<file path="src/rtl/astropix_spi_responder.sv">
// AstroPix 2 chip-side SPI emulator.
// Oversamples the 5-wire SPI link in the system clock domain. Hit bytes
// from a first-word-fall-through TX FIFO are served as 2-bit pairs per SCK
// rise, and MOSI bytes captured on SCK fall are pushed to an RX FIFO.
//
// Handshakes: tx_rd_en_o and rx_wr_en_o are single-cycle strobes. A pop
// is issued only while tx_empty_i is low, and the head byte is consumed in
// that cycle. A push is issued only while rx_full_i is low, and
// rx_data_o is valid in the same cycle.
module astropix_spi_responder #(
  parameter logic [7:0] IDLE_BYTE   = 8'hBC,
  parameter int         SYNC_STAGES = 2
) (
  input  logic        clock,
  input  logic        reset,
  input  logic        spi_csb,
  input  logic        spi_clock,
  input  logic        spi_mosi,
  output logic        spi_miso0,
  output logic        spi_miso1,
  output logic        interruptB,
  input  logic [7:0]  tx_data,
  input  logic        tx_empty,
  output logic        tx_rd_en,
  output logic [7:0]  rx_data,
  output logic        rx_wr_en,
  input  logic        rx_full,
  input  logic        clear_status,
  output logic        rx_overflow,
  output logic [15:0] frame_count
);

  // One extra stage beyond the synchronizer holds the previous sample for edge detection.
  localparam int DEPTH = SYNC_STAGES + 1;

  typedef enum logic [1:0] {
    ST_IDLE  = 2'd0,
    ST_LOAD  = 2'd1,
    ST_SHIFT = 2'd2
  } state_t;

  state_t state_q, state_d;

  logic [DEPTH-1:0]       csb_sync_q;
  logic [DEPTH-1:0]       sck_sync_q;
  logic [SYNC_STAGES-1:0] mosi_sync_q;

  logic [7:0]  tx_sr_q, tx_sr_d;
  logic [7:0]  rx_sr_q, rx_sr_d;
  logic [1:0]  pair_cnt_q, pair_cnt_d;
  logic [2:0]  rx_bit_cnt_q, rx_bit_cnt_d;
  logic        miso0_q, miso0_d;
  logic        miso1_q, miso1_d;
  logic        int_b_q, int_b_d;
  logic        tx_rd_en_q, tx_rd_en_d;
  logic        rx_wr_en_q, rx_wr_en_d;
  logic [7:0]  rx_data_q, rx_data_d;
  logic        rx_overflow_q, rx_overflow_d;
  logic [15:0] frame_count_q, frame_count_d;

  logic sck_rise, sck_fall, csb_fall, csb_rise, mosi_sync;
  logic ovf_set, frame_done;

  // Input synchronizers; reset presets match an idle bus (csb high, sck low).
  always_ff @(posedge clock) begin
    if (reset) begin
      csb_sync_q  <= '1;
      sck_sync_q  <= '0;
      mosi_sync_q <= '0;
    end else begin
      csb_sync_q  <= {csb_sync_q[DEPTH-2:0], spi_csb};
      sck_sync_q  <= {sck_sync_q[DEPTH-2:0], spi_clock};
      mosi_sync_q <= {mosi_sync_q[SYNC_STAGES-2:0], spi_mosi};
    end
  end

  // Edges come from the newest synchronized sample and the one before it.
  always_comb begin
    sck_rise  =  sck_sync_q[DEPTH-2] & ~sck_sync_q[DEPTH-1];
    sck_fall  = ~sck_sync_q[DEPTH-2] &  sck_sync_q[DEPTH-1];
    csb_fall  = ~csb_sync_q[DEPTH-2] &  csb_sync_q[DEPTH-1];
    csb_rise  =  csb_sync_q[DEPTH-2] & ~csb_sync_q[DEPTH-1];
    mosi_sync =  mosi_sync_q[SYNC_STAGES-1];
  end

  // State and datapath registers.
  always_ff @(posedge clock) begin
    if (reset) begin
      state_q       <= ST_IDLE;
      tx_sr_q       <= '0;
      rx_sr_q       <= '0;
      pair_cnt_q    <= '0;
      rx_bit_cnt_q  <= '0;
      miso0_q       <= 1'b0;
      miso1_q       <= 1'b0;
      int_b_q       <= 1'b1;
      tx_rd_en_q    <= 1'b0;
      rx_wr_en_q    <= 1'b0;
      rx_data_q     <= '0;
      rx_overflow_q <= 1'b0;
      frame_count_q <= '0;
    end else begin
      state_q       <= state_d;
      tx_sr_q       <= tx_sr_d;
      rx_sr_q       <= rx_sr_d;
      pair_cnt_q    <= pair_cnt_d;
      rx_bit_cnt_q  <= rx_bit_cnt_d;
      miso0_q       <= miso0_d;
      miso1_q       <= miso1_d;
      int_b_q       <= int_b_d;
      tx_rd_en_q    <= tx_rd_en_d;
      rx_wr_en_q    <= rx_wr_en_d;
      rx_data_q     <= rx_data_d;
      rx_overflow_q <= rx_overflow_d;
      frame_count_q <= frame_count_d;
    end
  end

  // Frame FSM: next state, shift registers, FIFO strobes and status.
  always_comb begin
    state_d      = state_q;
    tx_sr_d      = tx_sr_q;
    rx_sr_d      = rx_sr_q;
    pair_cnt_d   = pair_cnt_q;
    rx_bit_cnt_d = rx_bit_cnt_q;
    miso0_d      = miso0_q;
    miso1_d      = miso1_q;
    tx_rd_en_d   = 1'b0;
    rx_wr_en_d   = 1'b0;
    rx_data_d    = rx_data_q;
    ovf_set      = 1'b0;
    frame_done   = 1'b0;

    case (state_q)
      ST_IDLE: begin
        miso0_d = 1'b0;
        miso1_d = 1'b0;
        if (csb_fall) state_d = ST_LOAD;
      end
      ST_LOAD: begin
        if (!tx_empty) begin
          tx_sr_d    = tx_data;
          tx_rd_en_d = 1'b1;
        end else begin
          tx_sr_d = IDLE_BYTE;
        end
        pair_cnt_d   = '0;
        rx_bit_cnt_d = '0;
        state_d      = ST_SHIFT;
      end
      ST_SHIFT: begin
        if (csb_rise) begin
          // End of frame wins over any coincident SCK edge; partial bytes are dropped.
          frame_done = 1'b1;
          miso0_d    = 1'b0;
          miso1_d    = 1'b0;
          state_d    = ST_IDLE;
        end else begin
          if (sck_rise) begin
            {miso0_d, miso1_d} = tx_sr_q[7:6];
            tx_sr_d            = {tx_sr_q[5:0], 2'b00};
            pair_cnt_d         = pair_cnt_q + 2'd1;
            if (pair_cnt_q == 2'd3) begin
              if (!tx_empty) begin
                tx_sr_d    = tx_data;
                tx_rd_en_d = 1'b1;
              end else begin
                tx_sr_d = IDLE_BYTE;
              end
            end
          end
          if (sck_fall) begin
            rx_sr_d      = {rx_sr_q[6:0], mosi_sync};
            rx_bit_cnt_d = rx_bit_cnt_q + 3'd1;
            if (rx_bit_cnt_q == 3'd7) begin
              if (!rx_full) begin
                rx_data_d  = {rx_sr_q[6:0], mosi_sync};
                rx_wr_en_d = 1'b1;
              end else begin
                ovf_set = 1'b1;
              end
            end
          end
        end
      end
      default: state_d = ST_IDLE;
    endcase

    // A clear in the same cycle as an overflow or frame end wins.
    if (clear_status) begin
      rx_overflow_d = 1'b0;
      frame_count_d = '0;
    end else begin
      rx_overflow_d = rx_overflow_q | ovf_set;
      frame_count_d = frame_count_q + {15'd0, frame_done};
    end

    // Interrupt mirrors FIFO emptiness but is held inactive during the load cycle.
    int_b_d = tx_empty | (state_d == ST_LOAD);
  end

  assign spi_miso0   = miso0_q;
  assign spi_miso1   = miso1_q;
  assign interruptB  = int_b_q;
  assign tx_rd_en    = tx_rd_en_q;
  assign rx_wr_en    = rx_wr_en_q;
  assign rx_data     = rx_data_q;
  assign rx_overflow = rx_overflow_q;
  assign frame_count = frame_count_q;

endmodule

</file>
<file path="config.mk">
export PLATFORM = sky130hd
export DESIGN_NAME = astropix_spi_responder
export DESIGN_NICKNAME = d
export VERILOG_FILES = /design/src/rtl/astropix_spi_responder.sv
export SDC_FILE = /design/constraint.sdc
export NUM_CORES = 1
export LEC_CHECK = 0
export CAP_MARGIN = 25
export CORE_MARGIN = 1
export CORE_UTILIZATION = 56
export DETAILED_ROUTE_END_ITERATION = 8
export PLACE_DENSITY = 0.84
export SLEW_MARGIN = 20
export SYNTH_ARGS = -nofsm -noshare
export SYNTH_HDL_FRONTEND = slang
export SYNTH_SLANG_ARGS = --single-unit
</file>
<file path="constraint.sdc">
create_clock -name clock -period 6.1 [get_ports clock]
set_clock_uncertainty 0.2 [all_clocks]
set_input_delay 1.525 -clock clock [delete_from_list [all_inputs] [get_ports clock]]
set_output_delay 1.525 -clock clock [all_outputs]
set_load 0.02 [all_outputs]
</file>
**Word-level counts from Yosys, hierarchy flattened**

Index checks and enable logic that the tools add are counted.

- Bits in registers: 60
- Bits of input ports: 16
- Output and inout bits: 30

- Add/subtract/negate cells: 3
- Equal/unequal tests: 9
- Mux-type cells: 33
- Bitwise operators: 15
- Reductions and logical operators: 10

Operator list:

| operator | number |
|---|---|
| $mux 8 | 4 |
| $add 16x1->16 | 1 |
| $mux 1 | 16 |
| $pmux 8 s2 | 1 |
| $not 1->1 | 9 |
| $reduce_and 3->1 | 3 |
| $mux 2 | 4 |
| $mux 3 | 2 |
| $ne 2x2->1 const B | 3 |
| $pmux 1 s2 | 3 |
| $pmux 2 s3 | 1 |
| $pmux 3 s2 | 1 |
| $reduce_and 5->1 | 1 |
| $reduce_or 5->1 | 1 |
| $and 1x1->1 | 4 |
| $eq 2x1->1 const B | 2 |
| $eq 2x2->1 const B | 2 |
| $pmux 2 s2 | 1 |
| $reduce_bool 2->1 | 2 |
| $add 3x1->3 const B | 1 |
| $eq 3x3->1 const B | 1 |
| $ne 3x3->1 const B | 1 |
| $add 2x1->2 const B | 1 |
| $logic_not 2->1 | 1 |
| other kinds (3) | 4 |

**Longest topological paths before layout**

Gate-level depths: netlist (run 1).

- Depth after elaboration: 6
- Mapped depth: 10

**Least setup slack after synthesis (run 1)**

No wires, ideal clock.

- Path type: input to register
- From: in reset
- To: reg frame_count_q[8] (netlist: frame_count[8])
- Library setup time: 64 ps
- Arrival time: 2267 ps
- Required time: 5836 ps
- Path slack: 3568 ps
- Stages on the path: 5
- Path buffers: 3
- Cell sequence: buf_2 or2_1 clkbuf_1 buf_2 nor2_1

- Cells in the longest elaborated chain, start to end: 1

Ends and longest elaborated chain:

| what | line | source |
|---|---|---|
| from (decl) | 15 | `input logic reset,` |
| $reduce_or 2->1 (no source line) | -- |  |
| to (signal assigned) | 115 | `frame_count_q <= frame_count_d;` |
| to (decl) | 59 | `logic [15:0] frame_count_q, frame_count_d;` |

Every way passes these cells.
A chain may end at the register's enable or synchronous reset.

**Worst setup path in the final report (run 1)**

- From: in reset
- To: reg frame_count_q[15] (netlist: frame_count[15])

The elaborated chain is that of the path after synthesis.

==> results of run 1 <==
==> power groups by stage <==
stage,combinational (mW),sequential [mW],clock [mW]
global placement,0.0513,0.411,0
CTS,0.0525,0.402,0.340
global route,0.0588,0.403,0.354
floorplan,0.0355,0.411,0
detailed placement,0.0519,0.411,0
finish,0.0524,0.402,0.331
==> per-stage QoR <==
step                      instances  area [um2]
after CTS                       373        3230
after detailed placement        360        3050
final                           373        3230
after global routing            373        3230
after global placement          360        3050
after floorplan                 274        2580
==> cells by family (layout without fill, tap and decap cells) <==
group / count (synthesis) / count (layout)
flops: 60 / 60
fa+ha+maj: 10 / 10
buf+inv: 19 / 66
mux: 19 / 19
xor+xnor: 11 / 11
compound gates: 33 / 33
simple gates: 122 / 122
==> state kept, by name, summed over array words and instances (netlist names) <==
name,count
frame_count,16
rx_data,8
tx_sr_q,8
rx_sr_q,7
csb_sync_q,3
rx_bit_cnt_q,3
sck_sync_q,3
mosi_sync_q,2
pair_cnt_q,2
state_q,2
interruptB,1
rx_overflow,1
rx_wr_en,1
spi_miso0,1
spi_miso1,1
tx_rd_en,1
==> critical path: cells and delay by family <==
kind                   cells  cell delay [ps]
buffers and inverters      1              930
AND/OR/NAND/NOR            3              700
AO/OA/AOI/OAI              1               60
==> final timing paths <==
kind | from | to | cells past startpoint
max reg2reg | state_q[0] | frame_count[15] | 9
min reg2reg | csb_sync_q[0] | csb_sync_q[1] | 1
min | csb_sync_q[0] | csb_sync_q[1] | 1
max | reset | frame_count[15] | 5
==> placed cells by master, fill, tap and decap left out, drive strengths merged, types with 2 or more instances in the layout <==
| cell type | instances |
|---|---|
| or3 | 2 |
| dfxtp | 60 |
| nor4 | 4 |
| or2 | 4 |
| nand2b | 4 |
| xnor2 | 10 |
| nand2 | 24 |
| clkinv | 2 |
| nand3b | 2 |
| nor2 | 42 |
| nor2b | 14 |
| inv | 7 |
| nand3 | 9 |
| and2 | 2 |
| ha | 10 |
| a21oi | 14 |
| nor3 | 5 |
| o21ai | 4 |
| a31oi | 3 |
| clkdlybuf4s50 | 45 |
| nand4 | 5 |
| and3 | 2 |
| clkbuf | 10 |
| o211ai | 5 |
| mux2i | 19 |
| nor4b | 2 |
==> layout make-up <==
class	instances	area, um2	area share [%]
inverters	7	26.3	0.814
clock inverters	3	40.0	1.24
well taps	52	65.1	2.01
clock buffers	10	138	4.26
multi-input cells	195	1300	40.3
repair buffers	46	458	14.2
flip-flops and latches	60	1200	37.2
==> routing by layer <==
layer / wire length [um] / part of all wire [%] / GRT usage (%) / up-vias
met5: 0 / 0 / 0 / -
met4: 82 / 1.7 / 13.3 / 0
met3: 166 / 3.4 / 6.20 / 6
met2: 2400 / 49 / 37.5 / 38
met1: 2230 / 46 / 25.9 / 927
li1: - / - / - / 1015
==> results.yml, run 1 <==
detailed_routing:
  vias_per_cell: 5.32
  dr.pass1.iters: 4
  wl_per_cell_um: 13.1
  vias: 1986
  ant_nets: 0
  drcViolationCount: 0
  drt-total-wl_um: 4880
  drtIter0Drc: 88
final_layout:
  fin_util_pct: 73.7
  fin_nets: 345
  drive_gt1_share_pct: 9.66
  diodes: 0
  area_delta_synth_final_pct: 24.9
  fill_cells: 334
placed_design:
  hpwlAfterDp_um: 3280
  gp_congestion: 0.781
  pre_cts_ws_ps: 2540
  numPortBuffers: 45
sta:
  fin_crit_sh_pct: 52.7
  hold_ws_ps: 220
  relSlewSlack_pct: 52.7
  setup_slack_ps: 2890
  period_minus_slack_ps: 3210
  drv_slew: 0
  setup_tns_ps: 0
  rsz0062_at_grt: "false"
  clock.fmax_mhz: 311
  worst_slew_pin_slew_ps: 707
  setup_viol: 0
  hold_violations: 0
floorplan:
  die_height_um: 69.9
  ios: 46
  initial_core_util_pct: 59.0
  core_area_um2: 4380
  rows: 24
  die_width_um: 69.9
  dieArea_um2: 4890
worst_setup_path:
  crit_arrival_ps: 3210
  cpMaxStageDelayCell: "clkdlybuf4s50_1"
  worstPathMaxFanout: 22
  rrSetupSlack_ps: 3670
  cp-start-kind: "input pin"
  worstPathCellList: "clkdlybuf4s50_1 > or2_1 > nor2_1 > nand2_1 > o21ai_1"
  worstSetupPathType: "input pin to register"
  cp-end-kind: "register"
  cp.required_ps: 6100
  crit_path_max_incr_delay_ps: 930
clock_network:
  h-tree-depth: 3
  cts_root_buf: "clkbuf_8"
  cts_resized: 0
  cts_tree: "done"
  postCtsSetupBuffers: 0
  cts_hold_buf: 0
  path_clk_slew_ps: 60
  clkLatencyLatePin_ps: 330
  cts_made_buffers: 9
  clock_sinks: 60
  cts_buffer_depth: 2
pwr:
  power.total_mw: 0.786
  clockPowerShare_pct: 42.1
  p_leak_nw: 1.27
  seq_power_share_pct: 51.2
  vdd_drop_max_mv: 0.200
  internal_power_mw: 0.614
  powerDensity_nw_per_um2: 243
  power.net_switching_mw: 0.172
  combPwrFrac_pct: 6.7
  power.share.switching_pct: 21.9
flow_run:
  drv_cap: 0
yosys:
  yosysSeqAreaShare_pct: 46.5
  synth_xor_area_share_pct: 3.73
  yosys.area.top_type_share_pct: 46.5
  synth_simple_gate_area_share_pct: 25.8
  syn_inst: 274
  ys_top_cells_by_area: "dfxtp_1, mux2i_1, nor2_1"
  yosysWarningCount: 0
  syn_nets: 300
  async_reset_ff_share_pct: 0
  synth_area_um2: 2580
  synth_edf_count: 0
  ys_ff_latch: 60
  synth.most_common_cell: "dfxtp_1"
  synthAdderAreaFrac_pct: 4.84
  syn_avg_cell_area_um2: 9.43
  synth-main-ff-cell: "dfxtp_1"
  yosys.area.top_type: "dfxtp_1"
  synth_mux_area_share_pct: 7.36
  synth_top_family_by_area: "simple AND/OR/NAND/NOR gates"
  synth_common_cells: "dfxtp_1, nor2_1, nand2_1"
  synth_cell_types: 44
  synth-compound-area-share_pct: 8.62
grt:
  antenna_found_initial: 0
  grt_max_degree: 25
  grt_pass1_wl_um: 8520
  grt_overflow: 0
  track_usage_pct: 22.6
  grt_pass1_vias: 1917
worst_hold_path:
  hold_class: "register to register"
status:
  status: "complete, no violations"
Note: power is estimated with default switching activity, not from simulation.
==> inputs of run 2 (changes only) <==
Settings changed: CORE_UTILIZATION 56 to 47, PLACE_DENSITY 0.84 to 0.75.
Clock period 6.1 ns to 2.7 ns, I/O delays scaled along.
==> results.yml, run 2 (synthesis gave the netlist of run 1 again) <==
detailed_routing:
  drcViolationCount: 0
  drtIter0Drc: 73
  wl_per_cell_um: 11.7
  vias: 1989
  dr.pass1.iters: 4
  ant_nets: 0
  vias_per_cell: 5.02
  drt-total-wl_um: 4630
clock_network:
  postCtsSetupBuffers: 0
  clkLatencyLatePin_ps: 330
  cts_made_buffers: 9
  cts_resized: 0
  clock_sinks: 60
  cts_tree: "done"
  cts_buffer_depth: 2
  path_clk_slew_ps: 60
  h-tree-depth: 3
  cts_hold_buf: 0
  cts_root_buf: "clkbuf_8"
sta:
  setup_slack_ps: 364
  hold_violations: 0
  setup_tns_ps: 0
  hold_ws_ps: 206
  relSlewSlack_pct: 64.6
  period_minus_slack_ps: 2340
  drv_slew: 0
  worst_slew_pin_slew_ps: 531
  setup_viol: 0
  fin_crit_sh_pct: 86.5
  rsz0062_at_grt: "false"
  clock.fmax_mhz: 428
worst_setup_path:
  cpLargestDelayFamily: "adder cells"
  crit_arrival_ps: 2390
  worstSetupPathType: "register to register"
  cp.required_ps: 2750
  rrSetupSlack_ps: 360
  cp-start-kind: "register"
  worstPathCellList: "inv_1 > ha_1 > inv_1 > nor2_1 > ha_1 > ha_1 > nand3_2 > or3_1 > a21oi_1"
  crit_path_max_incr_delay_ps: 350
  worstPathMaxFanout: 7
  cp-end-kind: "register"
  crit_top_cell: "ha_1"
  cpMaxStageDelayCell: "or3_1"
  path_buf_inv: 2
pwr:
  powerDensity_nw_per_um2: 513
  p_leak_nw: 1.28
  power.total_mw: 1.67
  vdd_drop_max_mv: 0.291
floorplan:
  die_height_um: 76.2
  ios: 46
  die_width_um: 76.2
  core_area_um2: 5200
  dieArea_um2: 5800
  initial_core_util_pct: 49.7
  rows: 26
grt:
  grt_max_degree: 28
  grt_pass1_wl_um: 7930
  grt_overflow: 0
  busiest_layer: "met2"
  gr-usage-met1_pct: 21.4
  antenna_found_initial: 0
  grt_pass1_vias: 1794
  met2_usage_pct: 26.7
  met3_usage_pct: 4.31
  track_usage_pct: 17.2
final_layout:
  area_delta_synth_final_pct: 25.6
  layout.cells.most_common_list: "dfxtp_1, clkdlybuf4s50_1, nor2_1, nand2_1, mux2i_1"
  final_common_cell: "dfxtp_1"
  diodes: 0
  fill_cells: 455
  largest_reg_flops: 16
  drive_gt1_share_pct: 10.1
  final_area_um2: 3250
  fin_cells: 396
  fin_nets: 348
  fin_util_pct: 62.4
placed_design:
  numPortBuffers: 45
  pre_cts_ws_ps: 365
  dp_cells: 381
  hpwlAfterDp_um: 3270
  dpl_cell_area_um2: 3100
  gp_congestion: 0.759
status:
  status: "complete, no violations"
flow_run:
  drv_cap: 0
worst_hold_path:
  hold_class: "register to register"
## run 2: cell types whose count changed in the layout (fill, tap and decap cells not counted), sizes merged
cell,delta
buf,+3
clkinv,+1
bufinv,-1
clkbuf,+2
## run 2: final timing paths
path | depth (start not counted) | to | start
max | 9 | frame_count[6] | state_q[0]
min | 1 | csb_sync_q[1] | csb_sync_q[0]
max reg2reg | 9 | frame_count[6] | state_q[0]
min reg2reg | 1 | csb_sync_q[1] | csb_sync_q[0]
## run 2: cell type report
| type | count | area, um2 | share of cell area [%] |
|---|---|---|---|
| clock buffer | 12 | 135 | 4.16 |
| multi-input combinational | 195 | 1300 | 40.1 |
| clock inverter | 3 | 15.0 | 0.462 |
| sequential | 60 | 1200 | 37.0 |
| timing repair buffer | 49 | 480 | 14.8 |
| tap | 70 | 87.6 | 2.70 |
| inverter | 7 | 26.3 | 0.809 |
## run 2: where the power goes
group / switching (mW) / leakage (nW) / internal, mW
sequential: 0.00803 / 0.486 / 0.901
combinational: 0.0651 / 0.710 / 0.0564
clock: 0.313 / 0.0800 / 0.323
## run 2: layer usage
layer | share of wire (%) | up-vias
met5 | 0 | -
met4 | 2.3 | 0
met3 | 3.4 | 10
met2 | 45 | 40
met1 | 50 | 913
li1 | - | 1026
==> inputs of run 3 (changes only) <==
Settings changed: ABC_CLOCK_PERIOD_IN_PS set to 2700.
==> results of run 3 <==
Final layout, timing and power as in run 2 (identical DEF).
